--- src/rtl/simplerisc_pkg.sv ---
// Shared SimpleRISC definitions: opcode field, opcodes, fetch defaults and state type.
package simplerisc_pkg;

  localparam int unsigned INSTR_W         = 32;
  localparam int unsigned OPCODE_MSB      = 31;
  localparam int unsigned OPCODE_LSB      = 27;
  localparam int unsigned PC_STEP_DEFAULT = 4;

  localparam logic [4:0] OP_HLT = 5'b11111;
  localparam logic [4:0] OP_NOP = 5'b01101;
  localparam logic [4:0] OP_BEQ = 5'b10000;
  localparam logic [4:0] OP_BGT = 5'b10001;
  localparam logic [4:0] OP_B   = 5'b10010;

  typedef enum logic {
    RUN  = 1'b0,
    HALT = 1'b1
  } fetch_state_e;

  // True when the instruction's opcode field encodes hlt.
  function automatic logic is_hlt(input logic [INSTR_W-1:0] instr);
    return instr[OPCODE_MSB:OPCODE_LSB] == OP_HLT;
  endfunction

endpackage

--- src/rtl/fetch_unit.sv ---
// Instruction fetch: owns the PC, registers the fetched instruction for decode,
// follows branch redirects and stops permanently once a hlt has been captured.
module fetch_unit
  import simplerisc_pkg::*;
#(
  parameter int unsigned       ADDR_W   = 32,
  parameter int unsigned       PC_STEP  = PC_STEP_DEFAULT,
  parameter logic [ADDR_W-1:0] RESET_PC = '0
) (
  input  logic               clk,
  input  logic               rst_n,
  output logic [ADDR_W-1:0]  imem_addr,
  input  logic [INSTR_W-1:0] imem_instr,
  input  logic               branch_taken,
  input  logic [ADDR_W-1:0]  branch_target,
  output logic               if_valid,
  output logic [INSTR_W-1:0] if_instr,
  output logic [ADDR_W-1:0]  if_pc,
  input  logic               if_ready,
  output logic               halted,
  output logic [31:0]        fetch_count
);

  localparam int unsigned CNT_W = 32;

  fetch_state_e        state_q, state_d;
  logic [ADDR_W-1:0]   pc_q, pc_d;
  logic                if_valid_q, if_valid_d;
  logic [INSTR_W-1:0]  if_instr_q, if_instr_d;
  logic [ADDR_W-1:0]   if_pc_q, if_pc_d;
  logic [CNT_W-1:0]    fetch_count_q, fetch_count_d;

  logic accept;
  logic running;
  logic capture;

  assign accept  = if_valid_q & if_ready;
  assign running = (state_q == RUN);
  // A redirect takes priority over capture, so a hlt at the flushed pc never halts.
  assign capture = running & (~if_valid_q | accept) & ~branch_taken;

  // Next-state: redirect, capture, drain, and saturating accept counter.
  always_comb begin
    state_d       = state_q;
    pc_d          = pc_q;
    if_valid_d    = if_valid_q;
    if_instr_d    = if_instr_q;
    if_pc_d       = if_pc_q;
    fetch_count_d = fetch_count_q;

    if (accept && (fetch_count_q != '1)) begin
      fetch_count_d = fetch_count_q + CNT_W'(1);
    end

    if (running && branch_taken) begin
      pc_d       = branch_target;
      if_valid_d = 1'b0;
    end else if (capture) begin
      if_instr_d = imem_instr;
      if_pc_d    = pc_q;
      if_valid_d = 1'b1;
      pc_d       = pc_q + ADDR_W'(PC_STEP);
      if (is_hlt(imem_instr)) begin
        state_d = HALT;
      end
    end else if (accept) begin
      if_valid_d = 1'b0;
    end
  end

  // State registers with synchronous active-low reset.
  always_ff @(posedge clk) begin
    if (!rst_n) begin
      state_q       <= RUN;
      pc_q          <= RESET_PC;
      if_valid_q    <= 1'b0;
      if_instr_q    <= '0;
      if_pc_q       <= '0;
      fetch_count_q <= '0;
    end else begin
      state_q       <= state_d;
      pc_q          <= pc_d;
      if_valid_q    <= if_valid_d;
      if_instr_q    <= if_instr_d;
      if_pc_q       <= if_pc_d;
      fetch_count_q <= fetch_count_d;
    end
  end

  assign imem_addr   = pc_q;
  assign if_valid    = if_valid_q;
  assign if_instr    = if_instr_q;
  assign if_pc       = if_pc_q;
  assign halted      = (state_q == HALT);
  assign fetch_count = fetch_count_q;

endmodule
--- config.mk ---
export PLATFORM = sky130hd
export DESIGN_NAME = fetch_unit
export DESIGN_NICKNAME = d
export VERILOG_FILES = /design/src/rtl/simplerisc_pkg.sv /design/src/rtl/fetch_unit.sv
export SDC_FILE = /design/constraint.sdc
export NUM_CORES = 1
export LEC_CHECK = 0
export BUFFER_PORTS_ARGS = -buffer_cell sky130_fd_sc_hd__buf_2
export CAP_MARGIN = 20
export CORE_MARGIN = 10
export CORE_UTILIZATION = 46
export DETAILED_ROUTE_END_ITERATION = 10
export PLACE_DENSITY = 0.77
export SLEW_MARGIN = 20
export SYNTH_ARGS = -nofsm -noshare
export SYNTH_HDL_FRONTEND = slang
export SYNTH_SLANG_ARGS = --single-unit
--- constraint.sdc ---
create_clock -name clk -period 1.7 [get_ports clk]
set_input_delay 0.17 -clock clk [delete_from_list [all_inputs] [get_ports clk]]
set_output_delay 0.17 -clock clk [all_outputs]
set_load 0.02 [all_outputs]
Yosys cells after proc, flatten, opt, wreduce, memory -nomap -nowiden
Cells that the tools add are included.
{"block": "word_totals", "regBits": 130, "inputBits": 68, "out_inout_bits": 130, "elab_cells": 30}
{"block": "classes", "n_addsub": 2, "n_eq_ne": 2, "muxes": 4, "bitwise": 9, "reduce_logical": 7}
{"op": "$mux W32", "n": 2}
{"op": "$add A32 B1 Y32 const B", "n": 1}
{"op": "$add A32 B3 Y32 const B", "n": 1}
{"op": "$ne A32 B32 Y1 const B", "n": 1}
{"op": "$eq A5 B5 Y1 const B", "n": 1}
{"op": "$not A1 Y1", "n": 5}
{"op": "$reduce_bool A2 Y1", "n": 2}
{"op": "$and A1 B1 Y1", "n": 3}
{"op": "$reduce_and A3 Y1", "n": 1}
{"op": "$logic_and A1 B1 Y1", "n": 2}
{"op": "$mux W1", "n": 2}
{"op": "$reduce_and A2 Y1", "n": 1}
{"op": "$reduce_or A2 Y1", "n": 1}
{"op": "$or A1 B1 Y1", "n": 1}

Logic depth before layout (Yosys ltp)
{"block": "logic_depth", "ltp_word": 6, "mapped_depth": 7, "depth_no_buf": 6}

Least setup slack after synthesis
Ideal clock, no wire load.
{"block": "synth_timing", "kind": "register -> register", "start": "register fetch_count_q[0] (netlist: fetch_count[0])", "end": "register fetch_count_q[26] (netlist: fetch_count[26])", "setup_ps": 135, "arrival_ps": 1917, "t_required_ps": 1565, "path_slack_ps": -352, "path_stages_with_launch": 8, "path_buffers": 1, "synth_period_minus_slack_ps": 2052, "path_cell_list": "dfxtp_1 -> ha_1 -> and4_2 -> and4_1 -> buf_2 -> nand3_2 -> o311ai_0 -> o41ai_1"}
{"block": "synth_via", "elab_chain_cells": 2, "elab_cells_between_ends": 3, "cone_classes": "add/sub (1); eq/ne (1); reduce/logical (1)"}
{"item": "start: declaration", "line": "fetch_unit.sv:31", "source": "logic [CNT_W-1:0] fetch_count_q, fetch_count_d;"}
{"item": "start signal: assignment", "line": "fetch_unit.sv:86", "source": "fetch_count_q <= fetch_count_d;"}
{"item": "parallel branches: the longest is 2 deep, another holds $add A32 B1 Y32"}
Parallel ways; which one is timed is not known.
A chain may end at the register's enable or synchronous reset.

Final worst setup path
{"block": "layout_timing", "start": "register fetch_count_q[0] (netlist: fetch_count[0])", "end": "register fetch_count_q[4] (netlist: fetch_count[4])"}
The elaborated chain is that of the path after synthesis.

==> summary.txt <==
Pwr
  • Worst IR Drop VDD: 0.5728 mV
  • Power Density: 876.3 nW/um^2
  • Lkg Pwr: 0.004125 uW

Clock tree
  • Clock buffer depth: 2
  • CTS tree: built
  • Clock-pin slew on the worst setup and hold paths: 0.06 ns
  • CTS sink cnt: 130
  • H-tree levels: 4
  • Num CTS Buffers: 17
  • Clk root buf: clkbuf_16
  • Clock insertion delay at the later pin of the skew report: 0.42 ns

Yosys
  • Syn avg cell area: 7.967 sq um
  • Post-synth top area share: 0.4475
  • Cell accounting for the most synthesized area: dfxtp_1
  • Largest cells by area after synthesis: dfxtp_1 45%, nand2_1 11%, a21oi_1 9.1%
  • Cells after Synth: 730
  • Ys async rst share: 0
  • Most used DFF post-synth: dfxtp_1
  • Post-synthesis cell type count: 66
  • Post-Syn Nets: 800
  • Post-synthesis sequential area ratio: 0.4475
  • Post-synth EDFFs: 0
  • Mapped Area: 5816 sq um
  • Synthesis Warnings: 0
  • Yosys reg bits: 130

Timing
  • Hold Worst Slack: 0.01696 ns
  • Worst relative slew slack: 0.7242
  • Min cycle time layout: 1.817 ns
  • RSZ-0062 raised after global routing: true
  • Final setup violation count: 23
  • Final hold viol count: 0
  • Final Max Tran Viols: 0
  • Setup Skew: 0.005930 ns
  • Setup ws final: -0.1166 ns
  • FMAX: 550.5 MHz
  • Final Cycle Share: 1.069
  • Worst-Margin Slew: 0.4080 ns
  • Final setup TNS: -1.187 ns

Min path
  • Hold Crit Depth: 3
  • Worst Hold Launch: branch_target[1]
  • HP Class: input port to flop
  • Hold Path End: imem_addr[1]

Setup path
  • Critical R2R Launch: fetch_count[0]
  • CP max stage delay: 0.37 ns
  • Slowest-stage cell, CP: dfxtp_4
  • Crit-path cells: ha_4 > and4_4 > nand4_1 > buf_4 > o31ai_4 > buf_6 > or3_1 > a21oi_1
  • RR Endpoint: fetch_count[4]
  • CP arrival: 2.12 ns
  • Crit end category: flop
  • WS Path Type: flop to flop
  • Req. time, crit path: 2.00 ns
  • Reg2Reg Depth: 8
  • R2r setup slk: -0.12 ns
  • CP Max Fanout: 7
  • CP startpoint kind: flop

Floorplanning
  • Initial Util: 0.4646
  • Die Y: 132.4 um
  • Core ar.: 12,520 sq um
  • Die Area: 17,540 sq um
  • # IOs: 198
  • Die width: 132.4 um
  • Site row count: 41

Detailed routing
  • Remaining antenna violation count after routing: 0
  • DR vias: 6,832
  • Vias per Instance: 5.427
  • Per-cell routed wire length: 17.50 um
  • Post-detailed-routing wire length: 22,030 um
  • 1st-iter DRT viols: 542
  • Pre-antenna DRT Iters: 7
  • Residual DRC count: 0

Global route
  • Global routing usage on met2: 0.3918
  • Initial antenna violation count: 1
  • First-pass GRT wire length: 33,830 um
  • Global route overflow: 0
  • Vias in the first global route: 6,668
  • Gr busiest metal: met2
  • Met3 usage: 0.06662
  • Pin count of the biggest net entering global routing: 35
  • GR Layer Usage met1: 0.2703
  • Global Route Usage Sum: 0.2310

Finish
  • Layout cells sized above 1: 0.4365
  • Nets@finish: 1,143
  • Final Instance Area: 9359 sq um
  • Layout area overhead: 60.93%

Placed design
  • GP Congestion: 0.8858
  • Pre-CTS setup slack: -0.1028 ns
  • I/O Buffers: 197
  • Post-DP Area: 7961 sq um
  • HPWL Detailed: 14,630 um

Outcome
  • Status: complete, but fails checks
  • Failing checks: negative setup slack

Flow run
  • Max Cap Viol: 0
==> power by group <==
group / switching (uW) / internal (uW) / leakage, uW
Combinational: 642 / 464 / 0.00273
Clock: 1320 / 2520 / 0.000312
Sequential: 84.6 / 3170 / 0.00109
Total: 2050 / 6150 / 0.00412
==> area by class of cell <==
class / count / area (sq um)
Sequential cell: 130 / 2693
Clock inverter: 7 / 90.09
Clock buffer: 25 / 548.0
Tap cell: 172 / 215.2
Timing Repair Buffer: 368 / 2474
Antenna cell: 1 / 2.502
Multi-Input combinational cell: 546 / 3298
Inverter: 10 / 38.79
Fill cell: 901 / 3158
==> worst max-delay path by stage <==
stage                                  to  slack [ns]  cells past startpoint      startpoint
final                      fetch_count[4]       -0.12                      8  fetch_count[0]
after global routing       fetch_count[4]       -0.18                      8  fetch_count[0]
after CTS                   imem_addr[28]       -0.06                      6    imem_addr[2]
after detailed placement    imem_addr[28]       -0.10                      6    imem_addr[2]
after global placement    fetch_count[21]       -0.08                      8  fetch_count[1]
after floorplan            fetch_count[0]       -0.09                      7  fetch_count[1]
==> critical path: cells and delay by family (launching register included) <==
| kind | cells | cell delay [ns] |
|---|---|---|
| AOI/OAI and AO/OA | 2 | 0.33 |
| adders and majority gates | 1 | 0.13 |
| buffers and inverters | 2 | 0.37 |
| DFF | 1 | 0.37 |
| and+or+nand+nor | 3 | 0.49 |
==> layer usage <==
| metal | up-vias | wire (um) |
|---|---|---|
| met1 | 3216 | 8966 |
| met5 | - | 0 |
| met4 | 0 | 439 |
| met3 | 34 | 1543 |
| met2 | 284 | 11080 |
| li1 | 3298 | - |
==> Yosys cell counts (10+ instances only) <==
cell type and number:
clkbuf_1 26, nand4_1 18, or3_1 24, nor3_1 11
dfxtp_1 130, nor2_1 25, nand3_1 30, a211oi_1 10
buf_2 10, a21oi_1 106, o21ai_0 24, nand2_1 176
==> stage by stage <==
| stage | utilization | cells | total power [uW] |
|---|---|---|---|
| 3_3_place_gp | 0.6360 | 1174 | 4294 |
| 6_report | 0.7477 | 1259 | 8201 |
| 3_5_place_dp | 0.6360 | 1174 | 4312 |
| 2_1_floorplan | - | 730 | 3827 |
| 4_1_cts | 0.7197 | 1242 | 8217 |
| 5_1_grt | 0.7477 | 1259 | 8500 |
==> state kept, by name (all words and copies together), names as in the netlist <==
signal,cells
fetch_count,32
if_instr,32
if_pc,32
imem_addr,32
halted,1
if_valid,1
==> cell families (layout without fill, tap and decap cells) <==
group	count (synthesis)	in the layout	share of synthesized area
xor+xnor	12	12	0.01807
other cells	0	1	0
simple gates	334	335	0.2808
fa+ha+maj	2	2	0.004302
mux	7	7	0.01226
flops	130	130	0.4475
buf+inv	55	410	0.04023
compound gates	190	190	0.1969
==> cells in the final DEF, fill, tap and decap left out, types with 6 or more instances in the layout <==
cell type      count
or3_1             22
o21ai_0            9
buf_12             7
buf_6              9
nand4_1           18
a21oi_1          102
xor2_1             8
nor2_1            24
buf_4            122
dfxtp_4           15
a22oi_1            7
clkbuf_16         19
dfxtp_1           88
dlygate4sd3_1     33
mux2i_1            6
nand2_1          172
nor3_2             7
dfxtp_2           27
buf_2            197
nand3_1           26
inv_1              9
and3_1             9
o21ai_1           13
a211oi_1           7
==> repair_timing <==
item / 4_1_cts / 5_1_grt
resized for setup: 16 / 59
hold buffers: 33 / 0
buffers inserted: 3 / 16
hold endpoints to repair: 33 / 0
setup endpoints to repair: 39 / 44
pin swaps: 11 / 44
cloned: 0 / 1
No activity file was read; power rests on OpenSTA's default activity.
